[src/rtl/counter_sequencer.sv]
// counter_sequencer: command-driven one-shot/periodic counter sequencer with a one-deep command latch
module counter_sequencer #(
  parameter int WIDTH = 8
) (
  input  logic             clk,
  input  logic             reset,
  input  logic             cmd_valid,
  output logic             cmd_ready,
  input  logic [1:0]       cmd_op,
  input  logic [WIDTH-1:0] cmd_limit,
  output logic [WIDTH-1:0] count,
  output logic             busy,
  output logic             tc,
  output logic             done
);
  typedef enum logic [1:0] {IDLE, RUN, DONE} state_t;
  state_t           state_q, state_d;
  logic [WIDTH-1:0] count_q, count_d, limit_q, limit_d, plim_q, plim_d;
  logic [1:0]       op_q, op_d;
  logic             mode_q, mode_d, pend_q, pend_d, at_lim;
  assign cmd_ready = !reset && !pend_q;
  assign at_lim    = count_q == limit_q;
  assign count     = count_q;
  assign busy      = state_q == RUN;
  assign tc        = busy && at_lim;
  assign done      = state_q == DONE;
  // A latched command is applied one edge after acceptance and overrides the RUN update.
  always_comb begin
    pend_d  = cmd_valid && cmd_ready;
    op_d    = pend_d ? cmd_op : op_q;
    plim_d  = pend_d ? cmd_limit : plim_q;
    state_d = state_q;
    count_d = count_q;
    limit_d = limit_q;
    mode_d  = mode_q;
    if (pend_q) begin
      if (!op_q[1]) begin
        state_d = RUN;
        count_d = '0;
        limit_d = plim_q;
        mode_d  = op_q[0];
      end else begin
        state_d = IDLE;
        count_d = op_q[0] ? '0 : count_q;
      end
    end else if (state_q == RUN) begin
      if (!at_lim) count_d = count_q + WIDTH'(1);
      else if (mode_q) count_d = '0;
      else state_d = DONE;
    end
  end
  always_ff @(posedge clk) begin
    if (reset) begin
      state_q <= IDLE;
      count_q <= '0;
      limit_q <= '0;
      plim_q  <= '0;
      op_q    <= '0;
      mode_q  <= 1'b0;
      pend_q  <= 1'b0;
    end else begin
      state_q <= state_d;
      count_q <= count_d;
      limit_q <= limit_d;
      plim_q  <= plim_d;
      op_q    <= op_d;
      mode_q  <= mode_d;
      pend_q  <= pend_d;
    end
  end
endmodule

[config.mk]
export PLATFORM = sky130hd
export DESIGN_NAME = counter_sequencer
export DESIGN_NICKNAME = d
export VERILOG_FILES = /design/src/rtl/counter_sequencer.sv
export SDC_FILE = /design/constraint.sdc
export NUM_CORES = 1
export LEC_CHECK = 0
export ABC_CLOCK_PERIOD_IN_PS = 1700
export BUFFER_PORTS_ARGS = -buffer_cell sky130_fd_sc_hd__buf_2
export CAP_MARGIN = 10
export CORE_MARGIN = 2
export CORE_UTILIZATION = 48
export DETAILED_ROUTE_END_ITERATION = 8
export PLACE_DENSITY = 0.73
export SLEW_MARGIN = 20
export SYNTH_ARGS = -nofsm -noshare
export SYNTH_HDL_FRONTEND = slang
export SYNTH_SLANG_ARGS = --single-unit
[constraint.sdc]
create_clock -name clk -period 1.7 [get_ports clk]
set_clock_uncertainty 0.2 [all_clocks]
set_input_delay 0.255 -clock clk [delete_from_list [all_inputs] [get_ports clk]]
set_output_delay 0.255 -clock clk [all_outputs]
set_load 0.05 [all_outputs]
==> flow_summary.toml, run 1 <==
[status]
status = "finished, violations left"
failed_checks = "setup timing"

[critical_path]
start_kind = "flip-flop"
cp_max_fo = 2
critPathKind = "reg2out"
arrival_ps = 1540
cp.required_ps = 1240
setup.worst_path.end_class = "primary output"

[synth]
synth_edf_count = 0
yosysTopAreaCellShare_pct = 44.7
ys_seq_elements = 30
synth_area_per_cell_um2 = 8.56
synth_top_cell_by_area = "dfxtp_1"
synth_cells = 157
netlist_top_cells_area = "dfxtp_1 (45%), nand2_1 (8.7%), nand2b_1 (5.6%)"
ys_seq_area_share_pct = 44.7
synthTopCellsByCount = "nand2_1 (31), dfxtp_1 (30), a21oi_1 (12), nand2b_1 (12), o21ai_0 (11)"
async_flop_share_pct = 0
synth_ff_type = "dfxtp_1"
syn-cell-area_um2 = 1340
ys_types = 35
yosys_warnings = 0
yosys.cell_count.top_type = "nand2_1"
syn_nets = 171

[placement]
io_buffers = 24
dp_hpwl_mm = 2.13
dpl_worst_slack_ps = -131
gp_congestion = 0.875
place_area_um2 = 1600
place_inst = 219

[timing]
worst_pin_slew_ps = 338
maxSlewHeadroom_pct = 77.5
finalSetupViolCount = 10
whs_ps = 101
period_share_pct = 117
max_freq_mhz = 502
grt_setup_unrepaired = "true"
slew_violations = 0
setup_tns_ps = -1440
min_period_ps = 1990
final.setup.worst_slack_ps = -293
finalHoldViolations = 0

[layout]
area_growth_syn_to_layout_pct = 43.4
finalNetCount = 224
fin_area_um2 = 1930
nFillCells = 207
n_antenna_cell = 0
finalNonFillerCells = 242
seq_area_um2 = 638
final_layout_size_suffix_gt1_share_pct = 40.3
multi_input_area_um2 = 790
final_core_util_pct = 71.1

[run]
drv_cap = 0

[drt]
drtPass1Iterations = 4
via_count = 1259
drc = 0
totalWireLength_mm = 3.14
routed_via_density = 5.20
drtAntennaViolNets = 0
drt-initial-drc-count = 40
wire_per_inst_um = 13.0

[die]
core-area_um2 = 2710
start_util_pct = 49.6
dieArea_um2 = 3240
die_w_um = 56.9
fp-row-count = 19
die_h_um = 56.9
ios = 25

[clocking]
cts_tree = "built"
h-tree-depth = 2
cts_buffer_depth = 2
cts_inserted_buffers = 5
clockRootBuffer = "clkbuf_4"
clkTransAtPathRegs_ps = 100
clock_latency_ps = 340
cts_sinks = 30

[global_routing]
grt_pass1_wl_mm = 5.06
antenna_found_initial = 0
gr-total-overflow = 0
grt_max_degree = 22
grtUsageTotal_pct = 20.4
grt_pass1_vias = 1194

[min_path]
hold_path.class = "in2reg"

[power]
p_leak_nw = 0.801
finalPower_mw = 1.42
ir_worst_vdd_v = 0.000708
powerDensity_nw_per_um2 = 735
==> critical path: stages (launching register included) <==
cell,delay (ps)
dfxtp_4,360
xnor2_2,150
nand4_1,150
or2_4,300
nor2_4,100
buf_8,150
==> cell type report <==
| type | instances | area share [%] |
|---|---|---|
| clock buffer | 7 | 2.86 |
| clock inverter | 1 | 0.260 |
| inverter | 2 | 0.519 |
| multi-input combinational | 118 | 41.0 |
| sequential | 30 | 33.1 |
| tap | 31 | 2.01 |
| timing repair buffer | 53 | 20.3 |
==> state kept, by name (all words and copies together) (netlist names) <==
signal and flops:
count 8, limit_q 8, mode_q 1, op_q 2, pend_q 1, plim_q 8
state_q 2
==> kinds of logic after synthesis <==
group / after synthesis / synth area share, %
compound gates: 36 / 18.0
simple gates: 73 / 27.0
buf+inv: 9 / 3.63
flops: 30 / 44.7
fa+ha+maj: 1 / 0.931
xor+xnor: 8 / 5.77
==> layout by cell type (no fill, tap or decap), types with 2 or more instances in the layout <==
cell type       n
clkbuf_4        6
o21ai_0        11
dlygate4sd3_1  11
nor2_1          4
xnor2_1         3
buf_2          20
and3_2          2
nor3_2          2
nand2b_1       11
nand3_1         4
dfxtp_2         6
nor2_4          2
a221o_1         2
a211o_1         3
nor2b_1         2
dfxtp_1        16
buf_4          19
buf_8           2
nand4_1         2
dfxtp_4         8
xnor2_2         5
nor3_1          2
nor3b_2         2
nand2_1        31
a21oi_1        12
==> path summary, 6_finish.rpt <==
path	startpoint	end	slack, ps	cells after the start
min reg2reg	plim_q[1]	limit_q[1]	250	2
max reg2reg	count[6]	count[5]	-210	6
min	reset	state_q[1]	100	3
max	count[6]	tc	-290	5
==> report_power, final <==
part / internal (mW) / switching, mW / total (mW)
clock: 0.200 / 0.247 / 0.447
combinational: 0.108 / 0.122 / 0.229
sequential: 0.719 / 0.0218 / 0.741
==> repair_timing <==
| item | in CTS | in global routing |
|---|---|---|
| cloned | 0 | 0 |
| resized for setup | 14 | 18 |
| endpoints found under the setup margin | 12 | 14 |
| pin swaps | 8 | 7 |
| hold endpoints to repair | 11 | 0 |
| hold buffers | 11 | 0 |
| buffers inserted | 4 | 3 |
==> layer usage <==
metal	share of wire, %	vias to the layer above	GRT usage, %
li1	-	645	-
met1	44	571	23.4
met2	49	35	34.8
met3	4.4	8	6.22
met4	2.5	0	9.30
met5	0	-	0
No activity file was read; power rests on OpenSTA's default activity.
==> run 2: changes to the inputs <==
--- a/config.mk
+++ b/config.mk
@@ -8,10 +8,12 @@
 export ABC_CLOCK_PERIOD_IN_PS = 1700
 export BUFFER_PORTS_ARGS = -buffer_cell sky130_fd_sc_hd__buf_2
 export CAP_MARGIN = 10
+export CELL_PAD_IN_SITES_DETAIL_PLACEMENT = 0
+export CELL_PAD_IN_SITES_GLOBAL_PLACEMENT = 1
 export CORE_MARGIN = 2
-export CORE_UTILIZATION = 48
+export CORE_UTILIZATION = 36
 export DETAILED_ROUTE_END_ITERATION = 8
-export PLACE_DENSITY = 0.73
+export PLACE_DENSITY_LB_ADDON = 0.1
 export SLEW_MARGIN = 20
 export SYNTH_ARGS = -nofsm -noshare
 export SYNTH_HDL_FRONTEND = slang
==> run 2 against run 1 <==
Flip-flop and latch count stayed put. Clock power grew 40%. Critical endpoint unchanged. Global-route usage decreased by 4.0 points. Via count fell by 5.8%. Largest cell class unchanged. Wire length is 2.4% lower. Sequential power hardly changed. Sequential share of layout area is 0.68 points lower. Largest power group unchanged. Register-to-register slack better by 30 ps. Final cell count up 7.0%. Non-clock buffer count did not move. Critical path depth stayed put. The run still ends with setup timing left. Total power up 12%.
==> flow_summary.toml, run 2 (same netlist as run 1, synthesis figures left out) <==
[status]
status = "finished, violations left"
failed_checks = "setup timing"

[timing]
worst_pin_slew_ps = 390
maxSlewHeadroom_pct = 74.0
finalHoldViolations = 0
min_period_ps = 1900
whs_ps = 38.3
slew_violations = 0
period_share_pct = 112
max_freq_mhz = 527
setup_tns_ps = -1140
finalSetupViolCount = 10
grt_setup_unrepaired = "true"
final.setup.worst_slack_ps = -199

[critical_path]
cp.required_ps = 1240
critPathKind = "reg2out"
rrSetupSlack_ps = -180
start_kind = "flip-flop"
cp_max_fo = 2
arrival_ps = 1440
setup.worst_path.end_class = "primary output"

[drt]
routed_via_density = 4.58
wire_per_inst_um = 11.8
drt-initial-drc-count = 53
drtAntennaViolNets = 0
drc = 0
drtPass1Iterations = 4
totalWireLength_mm = 3.06
via_count = 1186

[clocking]
h-tree-depth = 2
clkTransAtPathRegs_ps = 60
clock_latency_ps = 270
clockRootBuffer = "clkbuf_8"
cts_buffer_depth = 2
cts_tree = "built"
cts_inserted_buffers = 5
cts_sinks = 30

[power]
ir_worst_vdd_v = 0.000489
powerDensity_nw_per_um2 = 817
p_leak_nw = 0.817
finalPower_mw = 1.59

[die]
fp-row-count = 22
die_w_um = 65.1
die_h_um = 65.1
ios = 25
core-area_um2 = 3630
dieArea_um2 = 4240
start_util_pct = 37.0

[layout]
seq_area_um2 = 632
nFillCells = 386
layout_commonest_cell = "nand2_1"
final_core_util_pct = 53.6
finalNetCount = 224
finalNonFillerCells = 259
area_growth_syn_to_layout_pct = 45.0
final_layout_size_suffix_gt1_share_pct = 37.4
multi_input_area_um2 = 762
n_antenna_cell = 0
fin_area_um2 = 1950
most-common-layout-cells = "nand2_1 (31), buf_2 (21), buf_4 (20), dfxtp_1 (19), nand2b_1 (12)"

[placement]
gp_congestion = 0.824
io_buffers = 24
place_area_um2 = 1650
dpl_worst_slack_ps = -146
place_inst = 239
dp_hpwl_mm = 2.15

[global_routing]
grt_max_degree = 22
antenna_found_initial = 0
gr-total-overflow = 0
grtUsageTotal_pct = 16.5
grt_pass1_wl_mm = 5.29
grt_pass1_vias = 1151

[min_path]
hold_path.class = "in2reg"

[run]
drv_cap = 0
run 2: repair_timing:
item	CTS	global route
setup buffers	2	0
hold buffers	10	0
hold endpoints to repair	10	0
resized for setup	11	11
endpoints found under the setup margin	12	12
pin swaps	6	4
run 2: final timing paths:
check        startpoint         end  depth (start not counted)
max          limit_q[7]          tc                          5
min               reset  state_q[0]                          2
max reg2reg  limit_q[7]    count[5]                          6
min reg2reg   plim_q[2]  limit_q[2]                          2
run 2: power by group:
group	switching [mW]	total, mW	internal, mW
Combinational	0.121	0.226	0.105
Sequential	0.0190	0.739	0.720
Clock	0.251	0.628	0.377
Total	0.390	1.59	1.20
run 2: cell type report:
type                       count  share of cell area (%)
clock inverter                 1                   0.385
inverter                       2                   0.385
timing repair buffer          53                    19.6
clock buffer                   7                    5.01
sequential                    30                    32.4
tap                           48                    3.08
multi-input combinational    118                    39.1
run 2: metal layers:
metal	vias up	track usage [%]	routed length, um
met3	2	5.31	140
met4	0	4.69	13
met5	-	0	0
met1	513	20.7	1490
li1	643	-	-
met2	28	27.2	1420
run 2: critical path: stages, from the launching register on:
cell and delay, ps:
dfxtp_2 330, xnor2_2 160, nand4_1 140, or2_4 300, nor2_4 100, buf_8 150
==> run 3: changes to the inputs <==
--- a/config.mk
+++ b/config.mk
@@ -5,13 +5,14 @@
 export SDC_FILE = /design/constraint.sdc
 export NUM_CORES = 1
 export LEC_CHECK = 0
+export ABC_AREA = 1
 export ABC_CLOCK_PERIOD_IN_PS = 1700
 export BUFFER_PORTS_ARGS = -buffer_cell sky130_fd_sc_hd__buf_2
 export CAP_MARGIN = 10
 export CELL_PAD_IN_SITES_DETAIL_PLACEMENT = 0
 export CELL_PAD_IN_SITES_GLOBAL_PLACEMENT = 1
 export CORE_MARGIN = 2
-export CORE_UTILIZATION = 36
+export CORE_UTILIZATION = 35
 export DETAILED_ROUTE_END_ITERATION = 8
 export PLACE_DENSITY_LB_ADDON = 0.1
 export SLEW_MARGIN = 20
==> run 3 against run 2 <==
Highest routed layer unchanged. Sequential share of layout area fell by 1.4 points. Setup slack better by 71 ps. Area after synthesis rose by 8.5%. Final cell count increased by 19%. Fmax is 3.9% higher. Final area is 5.0% higher. Combinational power is 99% higher. The flow still finishes with violations (setup timing). Sequential power up 4.6%.
==> flow_summary.toml, run 3 <==
[status]
status = "finished, violations left"
failed_checks = "setup timing"

[power]
p_leak_nw = 0.915
ir_worst_vdd_v = 0.000540
powerDensity_nw_per_um2 = 881

[critical_path]
rrSetupSlack_ps = 110
cp.required_ps = 1240
critPathKind = "reg2out"
cp_max_fo = 4
rr_endpoint = "count[6]"
crit-reg2reg-launch = "count[1]"
start_kind = "flip-flop"
arrival_ps = 1370
ff2ff_path_depth = 8
setup.worst_path.end_class = "primary output"

[synth]
yosys_warnings = 0
yosys.cell_count.top_type = "nand2_1"
synth_compound_area_share_pct = 14.1
yosysTopAreaCellShare_pct = 41.2
async_flop_share_pct = 0
synth_cells = 206
synth_ff_type = "dfxtp_1"
synthTopCellsByCount = "nand2_1 (49), inv_1 (33), dfxtp_1 (30), nand3_1 (16)"
muxShareOfSynthArea_pct = 0
synth_simple_gate_area_share_pct = 29.8
syn_nets = 220
synth_top_family_by_area = "simple AND/OR/NAND/NOR gates"
ys_seq_area_share_pct = 41.2
synth_xor_area_share_pct = 2.40
synth_edf_count = 0
ys_types = 24
synth_top_cell_by_area = "dfxtp_1"
ys_seq_elements = 30
syn-cell-area_um2 = 1460
synth_area_per_cell_um2 = 7.08
netlist_top_cells_area = "dfxtp_1 (41%), nand2_1 (13%), inv_1 (8.5%)"
synth_fa_ha_area_share_pct = 0.858

[clocking]
clkTransAtPathRegs_ps = 70
h-tree-depth = 2
clockRootBuffer = "clkbuf_8"
cts_tree = "built"
cts_buffer_depth = 2
cts_sinks = 30
clock_latency_ps = 280
cts_inserted_buffers = 5

[drt]
wire_per_inst_um = 11.6
drt-initial-drc-count = 74
drc = 0
via_count = 1428
drtPass1Iterations = 4
totalWireLength_mm = 3.58
drtAntennaViolNets = 0
routed_via_density = 4.64

[global_routing]
grt_pass1_wl_mm = 6.02
antenna_found_initial = 0
grt_pass1_vias = 1349
gr-total-overflow = 0
grt_max_degree = 20
grtUsageTotal_pct = 17.3

[timing]
period_share_pct = 108
finalHoldViolations = 0
grt_setup_unrepaired = "true"
min_period_ps = 1830
worst_pin_slew_ps = 407
final.setup.worst_slack_ps = -128
whs_ps = 91.1
setup_tns_ps = -128
finalSetupViolCount = 1
maxSlewHeadroom_pct = 72.8
max_freq_mhz = 547
slew_violations = 0

[run]
drv_cap = 0

[placement]
place_inst = 286
gp_congestion = 0.812
dp_hpwl_mm = 2.49
io_buffers = 24
place_area_um2 = 1760
dpl_worst_slack_ps = 26.9

[layout]
finalNonFillerCells = 308
n_antenna_cell = 0
most-common-layout-cells = "nand2_1 (44), inv_1 (30), buf_2 (23), dfxtp_1 (18), buf_4 (16)"
final_layout_size_suffix_gt1_share_pct = 34.1
nFillCells = 391
area_growth_syn_to_layout_pct = 40.3
finalNetCount = 271
fin_area_um2 = 2050
layout_commonest_cell = "nand2_1"

[min_path]
holdCritStartpoint = "reset"
whs_path_depth = 2
min_to = "count[6]"
hold_path.class = "in2reg"

[die]
die_h_um = 68.5
dieArea_um2 = 4700
start_util_pct = 36.4
die_w_um = 68.5
fp-row-count = 23
ios = 25
core-area_um2 = 4000
-- run 3: cells by family (layout without fill, tap and decap cells) --
logic type,count (synthesis),after routing
fa+ha+maj,1,1
xor+xnor,4,4
compound gates,36,36
buf+inv,42,93
simple gates,93,94
flops,30,30
-- run 3: layout make-up --
cell class | count | area, um^2 | share of cell area [%]
repair buffers | 50 | 347 | 16.9
well taps | 50 | 62.6 | 3.06
clock inverters | 3 | 20.0 | 0.979
multi-input cells | 135 | 781 | 38.2
clock buffers | 5 | 68.8 | 3.36
inverters | 35 | 131 | 6.42
flip-flops and latches | 30 | 636 | 31.1
-- run 3: report_power, final --
group          leakage [nW]  internal [mW]  switching (mW)
combinational         0.613          0.174           0.276
sequential            0.254          0.741          0.0316
clock                0.0484          0.288           0.292
-- run 3: through the flow --
step           util [%]  power (mW)
2_1_floorplan         -        1.06
3_3_place_gp       43.9        1.17
3_5_place_dp       43.9        1.18
4_1_cts            50.5        1.82
5_1_grt            51.1        1.91
6_report           51.1        1.80
-- run 3: critical path, stage by stage, from the launching register on --
cell	delay (ps)
dfxtp_4	360
inv_2	50
nand2_1	50
nand2_1	70
nand2_2	70
nor2_4	130
nand2_4	70
nor3_4	110
buf_6	180
-- run 3: worst max path at each step --
stage | slack [ps] | from | end
detailed placement | 30 | count[5] | tc
CTS | -130 | limit_q[3] | tc
floorplan | -160 | count[7] | tc
finish | -130 | count[0] | tc
global route | -220 | count[0] | tc
global placement | 20 | count[5] | tc
-- run 3: what timing repair did --
action                                  in CTS  in global routing
pin swaps                                    6                  2
endpoints found under the setup margin       1                 10
hold buffers                                10                  0
gates cloned                                 0                  1
gates resized for setup                     11                 11
endpoints found under the hold margin       10                  0
buffers inserted                             5                  2
-- run 3: routing by layer --
layer	vias to the layer above	share of wire, %	GRT usage [%]
li1	763	-	-
met2	27	45	27.2
met3	2	4.0	5.36
met4	0	0.53	5.25
met1	636	50	22.7
met5	-	0	0
